**src/rtl/decode_pkg.sv**
```systemverilog
// Shared decode types and the code -> one-hot mapping, also used by the encoder tests.
// Code c sets bit (7-c): 3'b111 -> 8'h01, 3'b000 -> 8'h80.
package decode_pkg;
  localparam int CODE_W   = 3;
  localparam int ONEHOT_W = 8;

  typedef logic [CODE_W-1:0]   code_t;
  typedef logic [ONEHOT_W-1:0] onehot_t;

  function automatic onehot_t decode38(input code_t code);
    return onehot_t'(1) << (CODE_W'(7) - code);
  endfunction
endpackage

```
**src/rtl/decode_38_buf_if.sv**
```systemverilog
// Code-in / one-hot-out handshake bundle; master is the producer/consumer side, slave is the decoder.
interface decode_38_buf_if #(parameter int CNT_W = 16);
  import decode_pkg::*;

  logic             in_valid;
  logic             in_ready;
  code_t            in_code;
  logic             out_valid;
  logic             out_ready;
  onehot_t          out_onehot;
  logic [CNT_W-1:0] xfer_cnt;

  modport master (
    output in_valid, in_code, out_ready,
    input  in_ready, out_valid, out_onehot, xfer_cnt
  );

  modport slave (
    input  in_valid, in_code, out_ready,
    output in_ready, out_valid, out_onehot, xfer_cnt
  );
endinterface

```
**src/rtl/code_fifo.sv**
```systemverilog
// Small code FIFO: push/pop with head look-ahead, 0-cycle head visibility after write edge.
// Caller must not push when full nor pop when empty; count is 0..DEPTH.
module code_fifo #(
  parameter  int DEPTH = 2,
  parameter  int W     = 3,
  localparam int PW    = (DEPTH > 1) ? $clog2(DEPTH) : 1,
  localparam int CW    = $clog2(DEPTH + 1)
) (
  input  logic          clk,
  input  logic          rst_n,
  input  logic          push,
  input  logic [W-1:0]  push_dat,
  input  logic          pop,
  output logic [W-1:0]  head,
  output logic [CW-1:0] count,
  output logic          full,
  output logic          empty
);
  logic [W-1:0]  mem [DEPTH];
  logic [PW-1:0] wr_ptr;
  logic [PW-1:0] rd_ptr;

  // Pointers wrap at DEPTH, which need not be a power of two.
  function automatic logic [PW-1:0] bump(input logic [PW-1:0] p);
    return (p == PW'(DEPTH - 1)) ? '0 : p + 1'b1;
  endfunction

  always_ff @(posedge clk or negedge rst_n) begin
    if (!rst_n) begin
      wr_ptr <= '0;
      rd_ptr <= '0;
      count  <= '0;
    end else begin
      if (push) wr_ptr <= bump(wr_ptr);
      if (pop)  rd_ptr <= bump(rd_ptr);
      count <= count + CW'(push) - CW'(pop);
    end
  end

  always_ff @(posedge clk) begin
    if (push) mem[wr_ptr] <= push_dat;
  end

  assign head  = mem[rd_ptr];
  assign full  = (count == CW'(DEPTH));
  assign empty = (count == '0);
endmodule

```
**src/rtl/decode_38_buf.sv**
```systemverilog
// Buffered 3-to-8 decoder; 1-cycle accept->out_valid when empty, 1 word/cycle, capacity DEPTH+1.
// in_ready comes from registered FIFO occupancy only; the output holds stable while stalled.
module decode_38_buf #(
  parameter int DEPTH = 2,
  parameter int CNT_W = 16
) (
  input  logic clk,
  input  logic rst_n,
  decode_38_buf_if.slave bus
);
  import decode_pkg::*;

  localparam int CW = $clog2(DEPTH + 1);

  logic [CW-1:0]    fifo_count;
  code_t            fifo_head;
  logic             fifo_full;
  logic             fifo_empty;
  logic             accept;
  logic             load;
  logic             pop;
  logic             push;
  logic             bypass;
  logic             out_vld_q;
  onehot_t          out_dat_q;
  logic [CNT_W-1:0] cnt_q;

  assign bus.in_ready = (fifo_count < CW'(DEPTH));
  assign accept       = bus.in_valid && bus.in_ready;
  assign load         = !out_vld_q || bus.out_ready;
  assign pop          = load && !fifo_empty;
  // An empty FIFO lets an accepted code skip straight into the output register.
  assign bypass       = load && fifo_empty && accept;
  assign push         = accept && !bypass;

  code_fifo #(.DEPTH(DEPTH), .W(CODE_W)) u_fifo (
    .clk      (clk),
    .rst_n    (rst_n),
    .push     (push),
    .push_dat (bus.in_code),
    .pop      (pop),
    .head     (fifo_head),
    .count    (fifo_count),
    .full     (fifo_full),
    .empty    (fifo_empty)
  );

  always_ff @(posedge clk or negedge rst_n) begin
    if (!rst_n) begin
      out_vld_q <= 1'b0;
      out_dat_q <= '0;
      cnt_q     <= '0;
    end else begin
      if (load) begin
        if (pop) begin
          out_vld_q <= 1'b1;
          out_dat_q <= decode38(fifo_head);
        end else if (bypass) begin
          out_vld_q <= 1'b1;
          out_dat_q <= decode38(bus.in_code);
        end else begin
          out_vld_q <= 1'b0;
          out_dat_q <= '0;
        end
      end
      if (out_vld_q && bus.out_ready) cnt_q <= cnt_q + 1'b1;
    end
  end

  assign bus.out_valid  = out_vld_q;
  assign bus.out_onehot = out_dat_q;
  assign bus.xfer_cnt   = cnt_q;
endmodule

```
**src/flat_wrapper.sv**
```systemverilog
// flat-port wrapper written by rule: the top's interface ports become plain ports
module decode_38_buf_flat import decode_pkg::*;
#(
  parameter int DEPTH = 2,
  parameter int CNT_W = 16
)
  (clk, rst_n, bus_in_valid, bus_in_code, bus_out_ready, bus_in_ready, bus_out_valid, bus_out_onehot, bus_xfer_cnt);
  decode_38_buf_if #(.CNT_W(CNT_W)) bus_i ();
  input  logic clk;
  input  logic rst_n;
  input wire logic [$bits(bus_i.in_valid)-1:0] bus_in_valid;
  input wire logic [$bits(bus_i.in_code)-1:0] bus_in_code;
  input wire logic [$bits(bus_i.out_ready)-1:0] bus_out_ready;
  output wire logic [$bits(bus_i.in_ready)-1:0] bus_in_ready;
  output wire logic [$bits(bus_i.out_valid)-1:0] bus_out_valid;
  output wire logic [$bits(bus_i.out_onehot)-1:0] bus_out_onehot;
  output wire logic [$bits(bus_i.xfer_cnt)-1:0] bus_xfer_cnt;
  assign bus_i.in_valid = bus_in_valid;
  assign bus_i.in_code = bus_in_code;
  assign bus_i.out_ready = bus_out_ready;
  assign bus_in_ready = bus_i.in_ready;
  assign bus_out_valid = bus_i.out_valid;
  assign bus_out_onehot = bus_i.out_onehot;
  assign bus_xfer_cnt = bus_i.xfer_cnt;
  decode_38_buf #(.DEPTH(DEPTH), .CNT_W(CNT_W)) u_core (.clk(clk), .rst_n(rst_n), .bus(bus_i));
endmodule
```
**config.mk**
```make
export PLATFORM = sky130hd
export DESIGN_NAME = decode_38_buf_flat
export DESIGN_NICKNAME = d
export VERILOG_FILES = /design/src/rtl/decode_pkg.sv /design/src/rtl/decode_38_buf_if.sv /design/src/rtl/code_fifo.sv /design/src/rtl/decode_38_buf.sv /design/src/flat_wrapper.sv
export SDC_FILE = /design/constraint.sdc
export NUM_CORES = 1
export LEC_CHECK = 0
export BUFFER_PORTS_ARGS = -buffer_cell sky130_fd_sc_hd__buf_2
export CORE_MARGIN = 2
export CORE_UTILIZATION = 40
export CTS_CLUSTER_SIZE = 20
export DETAILED_ROUTE_END_ITERATION = 7
export HOLD_SLACK_MARGIN = 0.03
export PLACE_DENSITY = 0.6
export RECOVER_POWER = 100
export SETUP_SLACK_MARGIN = 0.15
export SKIP_CTS_REPAIR_TIMING = 1
export SLEW_MARGIN = 30
export SYNTH_ARGS = -nofsm -noshare
export SYNTH_HDL_FRONTEND = slang
export SYNTH_HIERARCHICAL = 1
export SYNTH_SLANG_ARGS = --single-unit
```
**constraint.sdc**
```tcl
create_clock -name clk -period 2.9 [get_ports clk]
set_input_delay 0.58 -clock clk [delete_from_list [all_inputs] [get_ports clk]]
set_output_delay 0.58 -clock clk [all_outputs]
set_load 0.02 [all_outputs]
```
==> results.ini <==
[status]
status=finished with violations
failed_checks=capacitance limit, slew limit

[global_routing]
grt_pass1_wl_mm=5.06
grt_overflow_total=0
grt_pass1_vias=1056
grt_usage=0.159
antenna_found_initial=0
grt_max_degree=30

[clock_tree]
clkSlewWorstSetupHoldPaths_ps=60
clkLatencyLatePin_ps=280
clockBufferDepth=2
h-tree-depth=2
cts_made_buffers=5
cts-root-buf=clkbuf_8
clock_sinks=35
cts_tree=done

[floorplan]
die_y_um=66.9
start_util=0.423
rows=22
io_pins=33
die_width_um=66.9
die_area_um2=4480
coreArea_um2=3740

[detailed_routing]
drt-total-wl_mm=2.91
wl_per_cell_um=13.3
vias_per_cell=4.93
drc_errors=0
first_pass_iters=4
drt_iter0_markers=38
postRouteAntennaNets=0
vias=1080

[critical_path]
critPathTopFamily=simple AND/OR/NAND/NOR gates
cp-start-kind=flip-flop
arrival_ps=2010
worstPathRequired_ps=3060
crit_path_end_kind=flip-flop
crit_chain=nor2_1 -> nor2b_1 -> ha_1 -> inv_1 -> ha_1 -> xor3_1
cp_slowest_stage_delay_ps=450
crit_top_cell=ha_1
critPathMaxFanout=10
worstSetupPathType=reg -> reg
reg2reg_slack_ps=1040
crit_path_top_delay_cell=nor2_1
cp_num_buf_inv=1

[logic_synthesis]
synth_area_um2=1580
syn_inst=134
syn_area_per_cell_um2=11.8
ys.warnings.count=6
syn-num-nets=144

[sta]
slew_violations=30
fin_tns_setup_ps=0
hold_viol=0
fmax_mhz=539
tightest_slew_ps=1530
setup_violations=0
skew_ps=3.38
rsz0062_at_grt=no
post-route-period-util=0.640
relSlewSlack=-0.0222
layout_min_cycle_time_ps=1860

[pwr]
p_leak_nw=0.778
p_total_mw=1.68
ir_drop_uv=344
pwr_density_cell_nw_per_um2=922

[flow_run]
drv_cap=1

[cells_and_area]
multiInputGateArea_um2=638
drive_gt1_frac=0.105
stdcell_area_um2=1830
stdcell_count=219
utilization=0.488
diodes=0
nNetsFinal=181
regArea_um2=906
n_fill_cell=381
area_growth_syn_to_layout_pct=15.2

[place]
io_buffers=32
post-place-cells=212
gp_congestion=0.857
dp_hpwl_mm=2.09
placement.cell_area_um2=1800

[hold_path]
hold_class=reg -> reg

[area by class of cell]
type,count,share of cell area
timing repair buffer,33,0.0713
sequential,35,0.496
tap,48,0.0329
multi-input combinational,92,0.350
clock buffer,7,0.0418
inverter,4,0.00822
[flip-flops by register name (all words and copies together), names as in the netlist]
register               cells
u_core/bus.out_valid       1
u_core/u_fifo/count        2
u_core/u_fifo/rd_ptr       1
u_core/u_fifo/wr_ptr       1
u_core/u_fifo/mem          6
u_core/bus.xfer_cnt       16
u_core/bus.out_onehot      8
[through the flow]
step           hold slack, ps  setup slack [ps]
3_5_place_dp              462               984
3_3_place_gp              454              1020
4_1_cts                   357              1030
2_1_floorplan             284              1050
5_1_grt                   507               820
6_report                  466              1040
[placed cells by master, fill, tap and decap left out, types with 2 or more instances in the layout]
cell      count
nor2_1       15
and4_4        2
clkbuf_1     32
nand4_1       2
xor2_1        7
edfxtp_1      6
clkbuf_8      5
inv_1         4
nand2b_1      2
ha_1          3
a32oi_1       2
nor2b_1       6
a21oi_1       6
nand3_1       9
nor3b_1       2
buf_2         2
a22oi_1       3
nand2_1       7
mux2_2        4
xnor2_1      10
a31oi_1       3
dfrtp_1      29
[metal layers]
metal | up-vias | GRT usage | wire (µm)
met5 | - | 0 | 0
met4 | 0 | 0.0612 | 35
met3 | 4 | 0.0659 | 156
met2 | 25 | 0.236 | 1350
met1 | 513 | 0.205 | 1360
li1 | 538 | - | -
[worst paths after layout]
path	end	depth (start not counted)	startpoint
max	u_core/u_fifo/count[1]	6	u_core/u_fifo/count[1]
min	u_core/bus.xfer_cnt[15]	1	u_core/bus.xfer_cnt[15]
max reg2reg	u_core/u_fifo/count[1]	6	u_core/u_fifo/count[1]
min reg2reg	u_core/bus.xfer_cnt[15]	1	u_core/bus.xfer_cnt[15]
max in group asynchronous	u_core/bus.out_onehot[7]	1	rst_n
min in group asynchronous	u_core/bus.xfer_cnt[1]	1	rst_n
[power breakdown]
group          switching, mW  internal, mW  total [mW]
logic                  0.372         0.227       0.599
clock network          0.158         0.165       0.323
registers              0.118         0.643       0.761
total                  0.648          1.04        1.68
No activity file was read; power rests on OpenSTA's default activity.
